## src/rtl/axil_reg_walker.sv

```systemverilog
// AXI4-Lite master that writes a pattern to a window of slave registers, reads each
// one back, compares, and reports pass/fail with capture of the first error seen.
module axil_reg_walker #(
    parameter int                    ADDR_WIDTH     = 32,
    parameter int                    DATA_WIDTH     = 32,
    parameter int                    NUM_REGS       = 4,
    parameter logic [ADDR_WIDTH-1:0] BASE_ADDR      = '0,
    parameter int                    ADDR_STRIDE    = 4,
    parameter int                    TIMEOUT_CYCLES = 256
) (
    input  logic                      ACLK,
    input  logic                      ARESET,
    input  logic                      start,
    input  logic [1:0]                mode,
    input  logic [DATA_WIDTH-1:0]     seed,
    output logic                      busy,
    output logic                      done,
    output logic                      pass,
    output logic                      timeout,
    output logic [7:0]                err_count,
    output logic [7:0]                first_err_index,
    output logic [DATA_WIDTH-1:0]     first_err_expected,
    output logic [DATA_WIDTH-1:0]     first_err_actual,
    output logic [1:0]                first_err_type,
    output logic [ADDR_WIDTH-1:0]     m_axi_awaddr,
    output logic [2:0]                m_axi_awprot,
    output logic                      m_axi_awvalid,
    input  logic                      m_axi_awready,
    output logic [DATA_WIDTH-1:0]     m_axi_wdata,
    output logic [DATA_WIDTH/8-1:0]   m_axi_wstrb,
    output logic                      m_axi_wvalid,
    input  logic                      m_axi_wready,
    input  logic [1:0]                m_axi_bresp,
    input  logic                      m_axi_bvalid,
    output logic                      m_axi_bready,
    output logic [ADDR_WIDTH-1:0]     m_axi_araddr,
    output logic [2:0]                m_axi_arprot,
    output logic                      m_axi_arvalid,
    input  logic                      m_axi_arready,
    input  logic [DATA_WIDTH-1:0]     m_axi_rdata,
    input  logic [1:0]                m_axi_rresp,
    input  logic                      m_axi_rvalid,
    output logic                      m_axi_rready
);

    localparam logic [2:0] S_IDLE = 3'd0;
    localparam logic [2:0] S_WR   = 3'd1;
    localparam logic [2:0] S_WB   = 3'd2;
    localparam logic [2:0] S_RA   = 3'd3;
    localparam logic [2:0] S_RD   = 3'd4;
    localparam logic [2:0] S_CMP  = 3'd5;
    localparam logic [2:0] S_DONE = 3'd6;
    localparam logic [2:0] S_HANG = 3'd7;

    localparam int            TW       = $clog2(TIMEOUT_CYCLES + 1);
    localparam logic [TW-1:0] TMO_LAST = TW'(TIMEOUT_CYCLES - 1);
    localparam logic [7:0]    LAST_IDX = 8'(NUM_REGS - 1);

    logic [2:0]            state_q, state_d;
    logic [7:0]            idx_q, idx_d;
    logic [ADDR_WIDTH-1:0] addr_q, addr_d;
    logic [1:0]            mode_q, mode_d;
    logic [DATA_WIDTH-1:0] seed_q, seed_d;
    logic                  awv_q, awv_d;
    logic                  wv_q, wv_d;
    logic                  arv_q, arv_d;
    logic                  done_q, done_d;
    logic                  tmo_q, tmo_d;
    logic [TW-1:0]         tcnt_q, tcnt_d;
    logic [DATA_WIDTH-1:0] rdata_q, rdata_d;
    logic [1:0]            rresp_q, rresp_d;
    logic [7:0]            err_cnt_q, err_cnt_d;
    logic [7:0]            fe_idx_q, fe_idx_d;
    logic [DATA_WIDTH-1:0] fe_exp_q, fe_exp_d;
    logic [DATA_WIDTH-1:0] fe_act_q, fe_act_d;
    logic [1:0]            fe_type_q, fe_type_d;

    logic                  err_ev;
    logic [1:0]            err_ty;
    logic [DATA_WIDTH-1:0] err_act;
    logic [DATA_WIDTH-1:0] exp_data;
    logic                  wait_state;

    function automatic logic [DATA_WIDTH-1:0] gen_pattern(input logic [1:0] m,
                                                          input logic [DATA_WIDTH-1:0] s,
                                                          input logic [7:0] i);
        logic [DATA_WIDTH-1:0] sum;
        sum = s + DATA_WIDTH'(i);
        case (m)
            2'd0:    gen_pattern = s;
            2'd1:    gen_pattern = sum;
            2'd2:    gen_pattern = {{(DATA_WIDTH-1){1'b0}}, 1'b1} << (i & 8'(DATA_WIDTH - 1));
            default: gen_pattern = ~sum;
        endcase
    endfunction

    function automatic logic [7:0] sat_inc(input logic [7:0] c);
        sat_inc = (c == 8'hFF) ? c : c + 8'd1;
    endfunction

    assign exp_data = gen_pattern(mode_q, seed_q, idx_q);

    always_comb begin
        state_d   = state_q;
        idx_d     = idx_q;
        addr_d    = addr_q;
        mode_d    = mode_q;
        seed_d    = seed_q;
        awv_d     = awv_q;
        wv_d      = wv_q;
        arv_d     = arv_q;
        done_d    = done_q;
        tmo_d     = tmo_q;
        rdata_d   = rdata_q;
        rresp_d   = rresp_q;
        err_cnt_d = err_cnt_q;
        fe_idx_d  = fe_idx_q;
        fe_exp_d  = fe_exp_q;
        fe_act_d  = fe_act_q;
        fe_type_d = fe_type_q;
        err_ev    = 1'b0;
        err_ty    = 2'd0;
        err_act   = '0;

        case (state_q)
            S_IDLE, S_DONE: begin
                if (start) begin
                    state_d   = S_WR;
                    idx_d     = 8'd0;
                    addr_d    = BASE_ADDR;
                    mode_d    = mode;
                    seed_d    = seed;
                    awv_d     = 1'b1;
                    wv_d      = 1'b1;
                    done_d    = 1'b0;
                    tmo_d     = 1'b0;
                    err_cnt_d = 8'd0;
                    fe_idx_d  = 8'd0;
                    fe_exp_d  = '0;
                    fe_act_d  = '0;
                    fe_type_d = 2'd0;
                end
            end
            S_WR: begin
                // AW and W may complete in different cycles; each valid drops on its own
                awv_d = awv_q && !m_axi_awready;
                wv_d  = wv_q && !m_axi_wready;
                if (!awv_d && !wv_d) state_d = S_WB;
            end
            S_WB: begin
                if (m_axi_bvalid) begin
                    if (m_axi_bresp != 2'b00) begin
                        err_ev = 1'b1;
                        err_ty = 2'd1;
                    end
                    state_d = S_RA;
                    arv_d   = 1'b1;
                end
            end
            S_RA: begin
                arv_d = arv_q && !m_axi_arready;
                if (!arv_d) state_d = S_RD;
            end
            S_RD: begin
                if (m_axi_rvalid) begin
                    rdata_d = m_axi_rdata;
                    rresp_d = m_axi_rresp;
                    state_d = S_CMP;
                end
            end
            S_CMP: begin
                if (rresp_q != 2'b00) begin
                    err_ev  = 1'b1;
                    err_ty  = 2'd2;
                    err_act = rdata_q;
                end else if (rdata_q != exp_data) begin
                    err_ev  = 1'b1;
                    err_ty  = 2'd3;
                    err_act = rdata_q;
                end
                if (idx_q == LAST_IDX) begin
                    state_d = S_DONE;
                    done_d  = 1'b1;
                end else begin
                    idx_d   = idx_q + 8'd1;
                    addr_d  = addr_q + ADDR_WIDTH'(ADDR_STRIDE);
                    awv_d   = 1'b1;
                    wv_d    = 1'b1;
                    state_d = S_WR;
                end
            end
            default: begin
                // HANG: everything held, including any outstanding valid, until reset
            end
        endcase

        if (err_ev) begin
            if (err_cnt_q == 8'd0) begin
                fe_idx_d  = idx_q;
                fe_exp_d  = exp_data;
                fe_act_d  = err_act;
                fe_type_d = err_ty;
            end
            err_cnt_d = sat_inc(err_cnt_q);
        end

        wait_state = (state_q == S_WR) || (state_q == S_WB) ||
                     (state_q == S_RA) || (state_q == S_RD);
        if (wait_state && (state_d == state_q) && (tcnt_q == TMO_LAST)) begin
            state_d = S_HANG;
            tmo_d   = 1'b1;
            done_d  = 1'b1;
        end

        if (state_d != state_q) tcnt_d = '0;
        else if (tcnt_q == TMO_LAST) tcnt_d = tcnt_q;
        else tcnt_d = tcnt_q + 1'b1;
    end

    always_ff @(posedge ACLK) begin
        if (ARESET) begin
            state_q   <= S_IDLE;
            idx_q     <= 8'd0;
            addr_q    <= '0;
            mode_q    <= 2'd0;
            seed_q    <= '0;
            awv_q     <= 1'b0;
            wv_q      <= 1'b0;
            arv_q     <= 1'b0;
            done_q    <= 1'b0;
            tmo_q     <= 1'b0;
            tcnt_q    <= '0;
            rdata_q   <= '0;
            rresp_q   <= 2'd0;
            err_cnt_q <= 8'd0;
            fe_idx_q  <= 8'd0;
            fe_exp_q  <= '0;
            fe_act_q  <= '0;
            fe_type_q <= 2'd0;
        end else begin
            state_q   <= state_d;
            idx_q     <= idx_d;
            addr_q    <= addr_d;
            mode_q    <= mode_d;
            seed_q    <= seed_d;
            awv_q     <= awv_d;
            wv_q      <= wv_d;
            arv_q     <= arv_d;
            done_q    <= done_d;
            tmo_q     <= tmo_d;
            tcnt_q    <= tcnt_d;
            rdata_q   <= rdata_d;
            rresp_q   <= rresp_d;
            err_cnt_q <= err_cnt_d;
            fe_idx_q  <= fe_idx_d;
            fe_exp_q  <= fe_exp_d;
            fe_act_q  <= fe_act_d;
            fe_type_q <= fe_type_d;
        end
    end

    assign busy    = (state_q == S_WR) || (state_q == S_WB) || (state_q == S_RA) ||
                     (state_q == S_RD) || (state_q == S_CMP);
    assign done    = done_q;
    assign timeout = tmo_q;
    assign pass    = done_q && !tmo_q && (err_cnt_q == 8'd0);

    assign err_count          = err_cnt_q;
    assign first_err_index    = fe_idx_q;
    assign first_err_expected = fe_exp_q;
    assign first_err_actual   = fe_act_q;
    assign first_err_type     = fe_type_q;

    // Strobe follows wvalid so the bus reads all-zero out of reset
    assign m_axi_awaddr  = addr_q;
    assign m_axi_awprot  = 3'b000;
    assign m_axi_awvalid = awv_q;
    assign m_axi_wdata   = exp_data;
    assign m_axi_wstrb   = {(DATA_WIDTH/8){wv_q}};
    assign m_axi_wvalid  = wv_q;
    assign m_axi_bready  = (state_q == S_WB);
    assign m_axi_araddr  = addr_q;
    assign m_axi_arprot  = 3'b000;
    assign m_axi_arvalid = arv_q;
    assign m_axi_rready  = (state_q == S_RD);

endmodule

```

## config.mk

```make
export PLATFORM = sky130hd
export DESIGN_NAME = axil_reg_walker
export DESIGN_NICKNAME = d
export VERILOG_FILES = /design/src/rtl/axil_reg_walker.sv
export SDC_FILE = /design/constraint.sdc
export NUM_CORES = 1
export LEC_CHECK = 0
export CAP_MARGIN = 0
export CORE_MARGIN = 2
export CORE_UTILIZATION = 52
export DETAILED_ROUTE_END_ITERATION = 6
export HOLD_SLACK_MARGIN = 0.03
export PLACE_DENSITY = 0.82
export SLEW_MARGIN = 10
export SYNTH_ARGS = -nofsm -noshare
export SYNTH_HDL_FRONTEND = slang
export SYNTH_SLANG_ARGS = --single-unit
```

## constraint.sdc

```tcl
create_clock -name ACLK -period 5.3 [get_ports ACLK]
set_input_delay 1.325 -clock ACLK [delete_from_list [all_inputs] [get_ports ACLK]]
set_output_delay 1.325 -clock ACLK [all_outputs]
set_load 0.05 [all_outputs]
```

==> PnR_summary.wiki, run 1 <==
{| class="wikitable"
! Metric !! Value
|-
| Via/cell ratio || approximately 6.3
|-
| DIE AREA || 25740 um^2
|-
| Drc violations || 1
|-
| Number of global-route vias before repair || between 10000 and 15000
|-
| Remaining max-slew budget at the tightest pin || 0.3816
|-
| # rows || 57
|-
| Final HPWL DP || ~35000 um
|-
| Cell count after synthesis || about 1600
|-
| Instance count after placement with tap cells included || around 2100
|-
| I/O pin count || ~280
|-
| Starting Density || 0.5263
|-
| Routed wirelength normalized by instance count || 22.22 um
|-
| Commonest cells after routing, fill and taps aside || sky130_fd_sc_hd__clkdlybuf4s50_1 (241), sky130_fd_sc_hd__nand2_1 (238), sky130_fd_sc_hd__dfxtp_1 (203), sky130_fd_sc_hd__a21oi_1 (129), sky130_fd_sc_hd__nor2_1 (126)
|-
| Most frequent cell on the critical path || sky130_fd_sc_hd__buf_4
|-
| CP cell instances || ha_1 -> fa_1 -> a211oi_2 -> o211ai_2 -> buf_4 -> nand4_2 -> buf_4 -> mux2_2 -> a211oi_2 -> buf_4
|-
| Number of detailed-routing iterations run before antenna repair || 7
|-
| Chip Height || ~160 um
|-
| Mean cell area of the mapped netlist || 7.796 um^2
|-
| Worst flop-to-flop path endpoint || first_err_expected[22]
|-
| Final hold violation count || 0
|-
| Clock-pin slew on the worst setup and hold paths || 0.06 ns
|-
| Arrival time at the worst endpoint || between 3 and 4 ns
|-
| Post-CTS Hold Fix Bufs || 0
|-
| Static Leak || a little over 0.006 uW
|-
| Final number of max-transition violations || 0
|-
| Residual overflow from global routing || 0
|-
| Most used routing layer || met2
|-
| Class of the tightest hold or removal check || register to register
|-
| Number of flops mapped to enable cells by yosys || 0
|-
| Maximum vdd ir drop || a little over 0.0002 V
|-
| Largest fanout on the critical path || 13
|-
| Final net count || approximately 1900
|-
| Register-to-Register Setup Slack || about 0.46 ns
|-
| Setup repair after global routing missed its margin || false
|-
| CTS Buffer Depth || 3
|-
| Count of state elements after synthesis || 205
|-
| Initial detailed-routing violation count || approximately 1300
|-
| Area added between synthesis and finish || 28.07%
|-
| Die width || 160.4 um
|-
| Remaining antenna violation count || 0
|-
| Most frequent standard cell in the layout excluding fill and tap cells || sky130_fd_sc_hd__clkdlybuf4s50_1
|-
| Global placer's final weighted congestion || 0.9972
|-
| Post-CTS Setup Bufs || 0
|-
| Status || finished with violations
|-
| Power per standard cell area || 276.8 nW/um^2
|-
| Violated checks || design-rule violations
|-
| Number of distinct standard cells referenced by the synthesized netlist || between 90 and 100
|-
| Synthesis warning total || 0
|-
| Core ar. || around 24000 um^2
|-
| Root cell of the clock tree || sky130_fd_sc_hd__clkbuf_16
|-
| Peak per-stage delay on the critical path || ~0.46 ns
|-
| Max Clock Freq || 0.1939 GHz
|-
| Worst R2R Path Depth || 17
|-
| Source of the worst register-to-register timing path || idx_q[0]
|-
| Met1 Track Usage GR || 0.4467
|-
| Number of buffers created by CTS || 23
|-
| Top FF cell, synth || sky130_fd_sc_hd__dfxtp_1
|-
| Hold Path Origin || first_err_expected[4]
|-
| Final setup vio count || 0
|-
| Max Cap Viol || 0
|-
| Depth of the worst hold-timing path || 2
|-
| Non-filler cells, final || about 2200
|-
| Met2 track utilization from global routing || 0.5937
|-
| Required time at the worst-slack endpoint || approximately 4.0 ns
|-
| Overall global routing resource usage || 0.3578
|-
| Worst setup path category || register to output pin
|-
| Antenna violations before repair || 0
|-
| Worst hold slack || about 0.47 ns
|-
| Share of the clock period used by the worst path after layout || 0.9732
|-
| End point of the most critical hold path || first_err_expected[4]
|-
| Depth of the CTS H-tree || 1
|-
| Antenna diodes || 0
|-
| Startpoint types || register
|-
| GR Util met3 || 0.07231
|-
| Sequential share of the synthesized area || 0.3225
|-
| Global-route wire length before repair || between 70000 and 80000 um
|-
| Capturing element type of the critical path || output pin
|-
| Clk sinks || ~210
|-
| Wire length reported by the detailed router || around 48000 um
|-
| Share of layout cells above drive strength 1 || 0.09245
|-
| Clock tree from TritonCTS || done
|-
| Proportion of synthesized flip-flops having asynchronous set or reset || 0
|-
| Total Neg Setup Slack || 0 ns
|-
| Clock latency of the later-clocked register in the worst-skew pair || between 0.5 and 0.6 ns
|-
| Maximum number of pins on one net before global-route repair || 83
|-
| Area of the mapped netlist || roughly 13000 um^2
|-
| Cell type of the slowest stage on the worst timing path || sky130_fd_sc_hd__fa_1
|-
| Tightest Pin Transition || 0.9276 ns
|-
| Minimum clock period after layout || approximately 5.2 ns
|-
| Fin Clk Skew || 0.01841 ns
|-
| Number of buffer cells added on primary ports || between 200 and 300
|-
| Detailed-route via count || 13478
|}
## repair_timing
item                       4_1_cts  5_1_grt
resized for setup                3        8
hold endpoints to repair         0        0
pin swaps                        0        1
gates cloned                     0        0
setup endpoints to repair        3       10
## state kept, by name, indices dropped and copies added, names as in the netlist
signal and cells:
timeout 1, rresp_q 2, done 1, first_err_actual 32
state_q 3, m_axi_awvalid 1, err_count 8, first_err_type 2
tcnt_q 9, m_axi_araddr 30, seed_q 32, mode_q 2
m_axi_arvalid 1, first_err_index 8, rdata_q 32, m_axi_wvalid 1
first_err_expected 32, idx_q 8
## worst max-delay path by stage
stage,startpoint,end,slack (ns),cells after the start
final,idx_q[0],m_axi_wdata[30],0.14,10
after global routing,idx_q[0],m_axi_wdata[28],0.009,9
after CTS,idx_q[0],m_axi_wdata[16],0.007,10
after detailed placement,idx_q[0],m_axi_wdata[26],0.52,10
after global placement,idx_q[0],m_axi_wdata[26],0.54,10
after floorplan,idx_q[0],first_err_expected[12],0.44,16
## metrics by stage
stage               instance area [um^2]  setup slack [ns]  power (uW)  utilization
finish                             16290            0.1418        4510       0.6740
global route                       16290          0.009036        4640       0.6740
CTS                                16270          0.007089        4503       0.6729
global placement                   15390            0.5378        2647       0.6364
floorplan                          12760            0.4394        2310            -
detailed placement                 15390            0.5201        2660       0.6364
## logic make-up (layout without fill, tap and decap cells)
family,count (synthesis),in the layout,share of synthesized area
buffers and inverters,217,404,0.08703
multiplexers,35,35,0.02832
XOR/XNOR,65,65,0.04583
adder cells (fa/ha/maj),20,20,0.02026
flip-flops,205,205,0.3225
AND/OR/NAND/NOR,685,685,0.2702
AO/OA/AOI/OAI,404,404,0.2255
other,1,10,0.0002947
## power by group
group / switching, uW / internal (uW) / leakage (uW)
Clock: 692 / 1170 / 0.000427
Sequential: 71.8 / 1580 / 0.00166
Combinational: 654 / 343 / 0.00414
## layout make-up
| class | count | area, um^2 |
|---|---|---|
| Tap cell | 324 | 405.4 |
| Multi-Input combinational cell | 1219 | 7581 |
| Fill cell | 1982 | 7883 |
| Inverter | 39 | 146.4 |
| Clock inverter | 16 | 279.0 |
| Clock buffer | 26 | 606.8 |
| Timing Repair Buffer | 323 | 3169 |
| Sequential cell | 205 | 4106 |
## cells in the mapped netlist, types with 7 or more instances
cell type                     n  area share
sky130_fd_sc_hd__or3_1       19      0.0093
sky130_fd_sc_hd__a22o_1      34       0.023
sky130_fd_sc_hd__nand4_1     37       0.018
sky130_fd_sc_hd__and3_1      21       0.010
sky130_fd_sc_hd__o2111ai_1    8      0.0055
sky130_fd_sc_hd__a41o_1      18       0.014
sky130_fd_sc_hd__dfxtp_1    205        0.32
sky130_fd_sc_hd__xor2_1      33       0.023
sky130_fd_sc_hd__a211o_1      8      0.0055
sky130_fd_sc_hd__nor2b_1     12      0.0059
sky130_fd_sc_hd__xnor2_1     31       0.021
sky130_fd_sc_hd__and2_1      21       0.010
sky130_fd_sc_hd__nor3b_1     17       0.010
sky130_fd_sc_hd__buf_1        7      0.0021
sky130_fd_sc_hd__buf_4       50       0.030
sky130_fd_sc_hd__nand3_1     64       0.025
sky130_fd_sc_hd__a211oi_1    15      0.0089
sky130_fd_sc_hd__clkbuf_1    72       0.021
sky130_fd_sc_hd__nor2_1     126       0.037
sky130_fd_sc_hd__o31ai_1     10      0.0059
sky130_fd_sc_hd__a31oi_1     15      0.0074
sky130_fd_sc_hd__inv_1       38       0.011
sky130_fd_sc_hd__a22oi_1      7      0.0041
sky130_fd_sc_hd__a21o_1      13      0.0077
sky130_fd_sc_hd__o21ai_0     42       0.017
sky130_fd_sc_hd__mux2i_1     27       0.021
sky130_fd_sc_hd__a311oi_1     7      0.0048
sky130_fd_sc_hd__nand3b_1     9      0.0053
sky130_fd_sc_hd__or2_2        9      0.0044
sky130_fd_sc_hd__a21oi_1    129       0.051
sky130_fd_sc_hd__ha_1        19       0.019
sky130_fd_sc_hd__nor3_1      31       0.012
sky130_fd_sc_hd__nand2b_1    21       0.010
sky130_fd_sc_hd__nand2_1    238       0.070
sky130_fd_sc_hd__o211ai_1    15      0.0089
sky130_fd_sc_hd__o22ai_1      8      0.0039
sky130_fd_sc_hd__buf_2       40       0.016
sky130_fd_sc_hd__buf_6        7      0.0062
sky130_fd_sc_hd__nor4_1      20      0.0098
## worst max-delay path: cells and delay by family, from the launching register on
family | cells | cell delay (ns)
AOI/OAI and AO/OA | 3 | 1.00
adders and majority gates | 2 | 0.75
buffers and inverters | 3 | 0.72
DFF | 1 | 0.37
muxes | 1 | 0.34
and+or+nand+nor | 1 | 0.11
## routing by layer
| layer | wire length [um] | vias up |
|---|---|---|
| li1 | - | 6174 |
| met1 | 18640 | 6422 |
| met2 | 22150 | 739 |
| met3 | 4587 | 143 |
| met4 | 2448 | 0 |
| met5 | 0 | - |
(Power assumes the default switching activity.)
==> run 2: changes to the inputs <==
--- a/config.mk
+++ b/config.mk
@@ -8,6 +8,7 @@
 export CAP_MARGIN = 0
 export CORE_MARGIN = 2
 export CORE_UTILIZATION = 52
+export CTS_CLUSTER_DIAMETER = 40
 export DETAILED_ROUTE_END_ITERATION = 6
 export HOLD_SLACK_MARGIN = 0.03
 export PLACE_DENSITY = 0.82
==> run 2 against run 1 <==
The run now ends clean. Largest power group unchanged. Sequential power hardly changed. Maximum frequency fell by 0.17%. Register-to-register slack better by 0.06 ns. Highest routed layer unchanged. First-iteration DRC count shrank 5.0%. Power shrank 1.5%. Utilization about the same. Critical path depth decreased by 2. Non-clock buffer count unchanged.
==> PnR_summary.wiki, run 2 (same netlist as run 1, synthesis figures left out) <==
{| class="wikitable"
! Metric !! Value
|-
| Area added between synthesis and finish || 28.11% (about the same)
|-
| Clock-pin slew on the worst setup and hold paths || 0.06 ns (about the same)
|-
| Residual overflow from global routing || 0 (unchanged)
|-
| Arrival time at the worst endpoint || 3.84 ns (about the same)
|-
| Static Leak || 0.006218 uW (-0.18%)
|-
| Final setup vio count || 0 (unchanged)
|-
| Number of detailed-routing iterations run before antenna repair || 6 (-1)
|-
| Fin Clk Skew || 0.01404 ns (-0.004374 ns)
|-
| DIE AREA || 25740 um^2 (unchanged)
|-
| Required time at the worst-slack endpoint || 3.97 ns (about the same)
|-
| Total Neg Setup Slack || 0 ns (unchanged)
|-
| # rows || 57 (unchanged)
|-
| Top layer reached by signal wires || met4
|-
| Antenna diodes || 0 (unchanged)
|-
| Wire length reported by the detailed router || 47610 um (-0.45%)
|-
| Antenna violations before repair || 0 (unchanged)
|-
| Most frequent standard cell in the layout excluding fill and tap cells || sky130_fd_sc_hd__clkdlybuf4s50_1
|-
| Final hold violation count || 0 (unchanged)
|-
| Detailed-route via count || 13492 (+0.10%)
|-
| Root cell of the clock tree || sky130_fd_sc_hd__clkbuf_16
|-
| I/O pin count || 275 (unchanged)
|-
| Drc violations || 0 (-1)
|-
| Global placer's final weighted congestion || 0.9972 (unchanged)
|-
| Post-placement cell area || 15390 um^2 (unchanged)
|-
| Share of the clock period used by the worst path after layout || 0.9749 (+0.001657)
|-
| Final number of max-transition violations || 0 (unchanged)
|-
| CP cell instances || ha_1 -> fa_1 -> a211oi_2 -> o211a_1 -> nor2_1 -> a311oi_1 -> nand3b_1 -> clkdlybuf4s50_1
|-
| Final design area excluding fillers || 16300 um^2 (about the same)
|-
| Initial detailed-routing violation count || 1279 (-5.0%)
|-
| Number of buffers created by CTS || 27 (+17%)
|-
| Max Clock Freq || 0.1935 GHz (-0.17%)
|-
| Number of global-route vias before repair || 12832 (unchanged)
|-
| Worst slack after detailed placement || 0.5201 ns (unchanged)
|-
| Post-CTS Setup Bufs || 0 (unchanged)
|-
| Setup repair after global routing missed its margin || false
|-
| Overall global routing resource usage || 0.3568 (-0.001048)
|-
| Global-route wire length before repair || 72840 um (-0.28%)
|-
| Number of buffer cells added on primary ports || 264 (unchanged)
|-
| Tightest Pin Transition || 0.9094 ns (-0.01820 ns)
|-
| Clk sinks || 205 (unchanged)
|-
| Chip Height || 160.4 um (unchanged)
|-
| Commonest cells after routing, fill and taps aside || sky130_fd_sc_hd__clkdlybuf4s50_1 (241), sky130_fd_sc_hd__nand2_1 (238), sky130_fd_sc_hd__dfxtp_1 (203), sky130_fd_sc_hd__a21oi_1 (129), sky130_fd_sc_hd__nor2_1 (126)
|-
| Core ar. || 24180 um^2 (unchanged)
|-
| Capturing element type of the critical path || output pin
|-
| Minimum clock period after layout || 5.167 ns (+0.008784 ns)
|-
| Met3 wire len || 4700 um (+2.5%)
|-
| Starting Density || 0.5263 (unchanged)
|-
| Remaining antenna violation count || 0 (unchanged)
|-
| Via/cell ratio || 6.252 (-0.17%)
|-
| Peak per-stage delay on the critical path || 0.86 ns (+0.40 ns)
|-
| Worst setup path category || register to output pin
|-
| Startpoint types || register
|-
| Final net count || 1913 (+0.21%)
|-
| Maximum vdd ir drop || 0.0002093 V (+4.0%)
|-
| Max Cap Viol || 0 (unchanged)
|-
| Routed length on met1 || 18600 um (-0.18%)
|-
| Die width || 160.4 um (unchanged)
|-
| Cell type of the slowest stage on the worst timing path || sky130_fd_sc_hd__clkdlybuf4s50_1
|-
| Depth of the CTS H-tree || 1 (unchanged)
|-
| Largest fanout on the critical path || 6 (-7)
|-
| Routed wirelength normalized by instance count || 22.06 um (-0.72%)
|-
| Maximum number of pins on one net before global-route repair || 83 (unchanged)
|-
| Power per standard cell area || 272.6 nW/um^2 (-1.5%)
|-
| Share of layout cells above drive strength 1 || 0.09597 (+0.003514)
|-
| Final HPWL DP || 34880 um (unchanged)
|-
| CTS Buffer Depth || 3 (unchanged)
|-
| Layout filler cell count || 2020 (+1.9%)
|-
| Class of the tightest hold or removal check || register to register
|-
| Remaining max-slew budget at the tightest pin || 0.3937 (+0.01213)
|-
| Worst Slack Setup Final || 0.1331 ns (-0.008784 ns)
|-
| Clock latency of the later-clocked register in the worst-skew pair || 0.55 ns (about the same)
|-
| Clock tree from TritonCTS || done
|-
| Share of the core filled with cells in the final layout || 0.6742 (about the same)
|-
| Status || finished clean
|-
| Met2 Wirelength || 21840 um (-1.4%)
|}
[run 2: area by class of cell]
| type | instances | area (um^2) | share of cell area |
|---|---|---|---|
| multi-input cells | 1219 | 7581 | 0.4651 |
| flip-flops and latches | 205 | 4106 | 0.2519 |
| inverters | 39 | 146.4 | 0.008981 |
| clock inverters | 16 | 151.4 | 0.009288 |
| well taps | 324 | 405.4 | 0.02487 |
| clock buffers | 32 | 744.5 | 0.04567 |
| repair buffers | 323 | 3166 | 0.1942 |
[run 2: final timing paths]
kind | slack, ns | startpoint | endpoint | depth (start not counted)
max | 0.13 | idx_q[0] | m_axi_wdata[20] | 8
min | 0.47 | first_err_expected[4] | first_err_expected[4] | 2
max reg2reg | 0.52 | idx_q[0] | first_err_expected[15] | 17
min reg2reg | 0.47 | first_err_expected[4] | first_err_expected[4] | 2
[run 2: per-stage QoR]
step | total power (uW) | instances | hold WS [ns]
floorplan | 2310 | 1641 | 0.4485
global placement | 2647 | 2110 | 0.4393
detailed placement | 2660 | 2110 | 0.4574
CTS | 4446 | 2158 | 0.4706
global route | 4586 | 2158 | 0.4895
finish | 4443 | 2158 | 0.4688
[run 2: critical path: cells and delay by family (launching register included)]
kind,cells,cell delay [ns]
compound gates,3,0.92
flops,1,0.37
fa+ha+maj,2,0.75
simple gates,2,0.39
buf+inv,1,0.86
[run 2: metal layers]
layer  track usage  vias to the layer above
met2        0.5880                      716
met1        0.4456                     6436
met5             0                        -
met4        0.1622                        0
met3       0.08135                      149
li1              -                     6191
[run 2: report_power, final]
group / switching, uW / leakage [uW] / internal, uW / total, uW
clock network: 735 / 0.000429 / 1060 / 1800
registers: 71.5 / 0.00166 / 1580 / 1650
logic: 654 / 0.00413 / 342 / 996
total: 1460 / 0.00622 / 2980 / 4440
[run 2: timing repair]
| item | CTS | global route |
|---|---|---|
| resized for setup | 5 | 6 |
| hold buffers | 0 | 0 |
| endpoints found under the setup margin | 5 | 8 |
| pin swaps | 0 | 0 |
==> run 3: changes to the inputs <==
--- a/config.mk
+++ b/config.mk
@@ -6,12 +6,12 @@
 export NUM_CORES = 1
 export LEC_CHECK = 0
 export CAP_MARGIN = 0
-export CORE_MARGIN = 2
-export CORE_UTILIZATION = 52
+export CORE_MARGIN = 1.5
+export CORE_UTILIZATION = 46
 export CTS_CLUSTER_DIAMETER = 40
 export DETAILED_ROUTE_END_ITERATION = 6
 export HOLD_SLACK_MARGIN = 0.03
-export PLACE_DENSITY = 0.82
+export PLACE_DENSITY = 0.73
 export SLEW_MARGIN = 10
 export SYNTH_ARGS = -nofsm -noshare
 export SYNTH_HDL_FRONTEND = slang
==> run 3 against run 2 <==
Clock-buffer cell count increased by 1. First-iteration DRC count decreased by 9.1%. Combinational power decreased by 0.6%. Critical endpoint is now m_axi_wdata[28]. Highest routed layer unchanged.
==> PnR_summary.wiki, run 3 (same netlist as run 1, synthesis figures left out) <==
{| class="wikitable"
! Metric !! Value
|-
| Status || finished clean
|-
| Capturing element type of the critical path || output pin
|-
| Fraction of power spent switching nets || 0.3254 (-0.003404)
|-
| Starting Density || 0.4708 (-0.05548)
|-
| Top layer reached by signal wires || met4
|-
| Tightest Pin Transition || 1.047 ns (+0.1373 ns)
|-
| I/O pin count || 275 (unchanged)
|-
| Largest fanout on the critical path || 20 (+14)
|-
| Global-route wire length before repair || 72240 um (-0.83%)
|-
| # rows || 60 (+5.3%)
|-
| Combinational share of power || 0.215 (-0.009)
|-
| Most frequent standard cell in the layout excluding fill and tap cells || sky130_fd_sc_hd__nand2_1
|-
| Die width || 169.3 um (+5.5%)
|-
| Share of the clock period used by the worst path after layout || 0.9668 (-0.008050)
|-
| Depth of the CTS H-tree || 1 (unchanged)
|-
| Routed wirelength normalized by instance count || 21.82 um (-1.1%)
|-
| Post-CTS Setup Bufs || 0 (unchanged)
|-
| Commonest cells after routing, fill and taps aside || sky130_fd_sc_hd__nand2_1 (238), sky130_fd_sc_hd__clkdlybuf4s50_1 (237), sky130_fd_sc_hd__dfxtp_1 (203), sky130_fd_sc_hd__a21oi_1 (129), sky130_fd_sc_hd__nor2_1 (126)
|-
| Met3 wire len || 4486 um (-4.6%)
|-
| Power Internal || 3104 uW (+4.1%)
|-
| Max Cap Viol || 0 (unchanged)
|-
| Minimum clock period after layout || 5.124 ns (-0.04267 ns)
|-
| Final setup vio count || 0 (unchanged)
|-
| Fraction of power consumed by sequential logic || 0.360 (-0.011)
|-
| Clk sinks || 205 (unchanged)
|-
| Max Clock Freq || 0.1951 GHz (+0.83%)
|-
| Antenna violations before repair || 0 (unchanged)
|-
| Final hold violation count || 0 (unchanged)
|-
| Required time at the worst-slack endpoint || 3.97 ns (about the same)
|-
| Antenna diodes || 0 (unchanged)
|-
| Area added between synthesis and finish || 28.91%
|-
| Cell type of the slowest stage on the worst timing path || sky130_fd_sc_hd__o211ai_4
|-
| Final number of max-transition violations || 0 (unchanged)
|-
| Depth of the worst hold-timing path || 2 (unchanged)
|-
| Number of global-route vias before repair || 12474 (-2.8%)
|-
| Residual overflow from global routing || 0 (unchanged)
|-
| Worst R2R Path Depth || 15 (-2)
|-
| Number of detailed-routing iterations run before antenna repair || 6 (unchanged)
|-
| Final HPWL DP || 34520 um (-1.0%)
|-
| Overall global routing resource usage || 0.3218 (-0.03499)
|-
| Number of buffer cells added on primary ports || 264 (unchanged)
|-
| Maximum number of pins on one net before global-route repair || 87 (+4.8%)
|-
| Clock latency of the later-clocked register in the worst-skew pair || 0.57 ns (+0.02 ns)
|-
| CTS Buffer Depth || 3 (unchanged)
|-
| Root cell of the clock tree || sky130_fd_sc_hd__clkbuf_16
|-
| Critical Path Stages || 9 (+1)
|-
| Final net count || 1916 (+0.16%)
|-
| Static Leak || 0.006262 uW (+0.71%)
|-
| DIE AREA || 28670 um^2 (+11%)
|-
| Met2 Wirelength || 21640 um (-0.93%)
|-
| Remaining max-slew budget at the tightest pin || 0.2958 (-0.09795)
|-
| Delay-heaviest family, CP || simple AND/OR/NAND/NOR gates
|-
| Clock tree from TritonCTS || done
|-
| Setup repair after global routing missed its margin || false
|-
| Remaining antenna violation count || 0 (unchanged)
|-
| Arrival time at the worst endpoint || 3.80 ns (-0.04 ns)
|-
| Share of layout cells above drive strength 1 || 0.1000 (+0.004035)
|-
| Core ar. || 27030 um^2 (+12%)
|-
| Wire length reported by the detailed router || 47590 um (about the same)
|-
| Total power draw || 4601 uW (+3.5%)
|-
| Total Neg Setup Slack || 0 ns (unchanged)
|-
| Number of buffers created by CTS || 28 (+3.7%)
|-
| Switching pwr || 1497 uW (+2.5%)
|-
| CP cell instances || ha_1 -> fa_1 -> a211oi_2 -> o211ai_4 -> nand3_2 -> or4_1 -> a21oi_1 -> or2_2 -> buf_12
|-
| Via/cell ratio || 6.144 (-1.7%)
|-
| Maximum vdd ir drop || 0.0002044 V (-2.3%)
|-
| Chip Height || 169.3 um (+5.5%)
|-
| Clock-pin slew on the worst setup and hold paths || 0.06 ns (about the same)
|-
| Power per standard cell area || 280.5 nW/um^2 (+2.9%)
|-
| Drc violations || 0 (unchanged)
|-
| Startpoint types || register
|-
| Worst setup path category || register to output pin
|-
| CP Buf/Inv Count || 1 (unchanged)
|-
| Routed length on met1 || 19200 um (+3.2%)
|-
| Class of the tightest hold or removal check || register to register
|-
| Global placer's final weighted congestion || 1.021 (+2.4%)
|-
| Peak per-stage delay on the critical path || 0.57 ns (-0.29 ns)
|-
| Detailed-route via count || 13400 (-0.68%)
|-
| Fin Clk Skew || 0.02219 ns (+0.008153 ns)
|-
| Share of power burned in the clock network || 0.425 (+0.021)
|-
| Initial detailed-routing violation count || 1162 (-9.1%)
|}
## run 3: changes by cell type in the layout (fill, tap and decap cells not counted), moves of 3 or more
cell | before | now
sky130_fd_sc_hd__clkdlybuf4s50_1 | 241 | 237
sky130_fd_sc_hd__clkinvlp_4 | 5 | 2
sky130_fd_sc_hd__inv_6 | 5 | 1
sky130_fd_sc_hd__clkinv_4 | 1 | 6
sky130_fd_sc_hd__inv_8 | 0 | 3
sky130_fd_sc_hd__buf_4 | 65 | 74
## run 3: timing repair
item	CTS	global route
pin swaps	0	1
hold buffers	0	0
resized for setup	5	5
setup endpoints to repair	8	5
## run 3: final timing paths
kind	from	endpoint	slack (ns)
worst max-delay path	idx_q[0]	m_axi_wdata[28]	0.18
worst min-delay path	first_err_expected[4]	first_err_expected[4]	0.47
worst max register to register	idx_q[0]	first_err_expected[11]	0.64
worst min register to register	first_err_expected[4]	first_err_expected[4]	0.47
## run 3: area by class of cell
cell class / count / area (um^2)
clock buffer: 33 / 749.5
multi-input combinational: 1219 / 7587
inverter: 39 / 146.4
timing repair buffer: 325 / 3141
sequential: 205 / 4106
fill: 2366 / 10620
clock inverter: 19 / 245.2
tap: 341 / 426.7
## run 3: tightest hold or removal path: cells and delay by family, from the launching register on
| family | cells | cell delay (ns) |
|---|---|---|
| flip-flops | 1 | 0.31 |
| AND/OR/NAND/NOR | 1 | 0.06 |
| AO/OA/AOI/OAI | 1 | 0.06 |
## run 3: power groups by stage
stage          Clock [uW]  Sequential [uW]  Combinational, uW
3_5_place_dp            0             1680                976
3_3_place_gp            0             1680                968
6_report             1960             1650                990
4_1_cts              1980             1650                978
2_1_floorplan           0             1650                658
5_1_grt              2040             1660               1050
## run 3: per-layer routing
layer,vias to the layer above,GRT usage
li1,6191,-
met1,6348,0.4130
met2,721,0.5212
met3,140,0.06740
met4,0,0.1420
met5,-,0
## run 3: stage by stage
step	instance area, um^2	setup WS (ns)	cells	hold WS [ns]	utilization
4_1_cts	16380	0.03650	2181	0.4700	0.6063
5_1_grt	16400	0.004743	2181	0.4915	0.6069
2_1_floorplan	12760	0.4394	1641	0.4485	-
3_5_place_dp	15390	0.4085	2129	0.4603	0.5693
6_report	16400	0.1757	2181	0.4691	0.6069
3_3_place_gp	15390	0.4759	2129	0.4531	0.5693
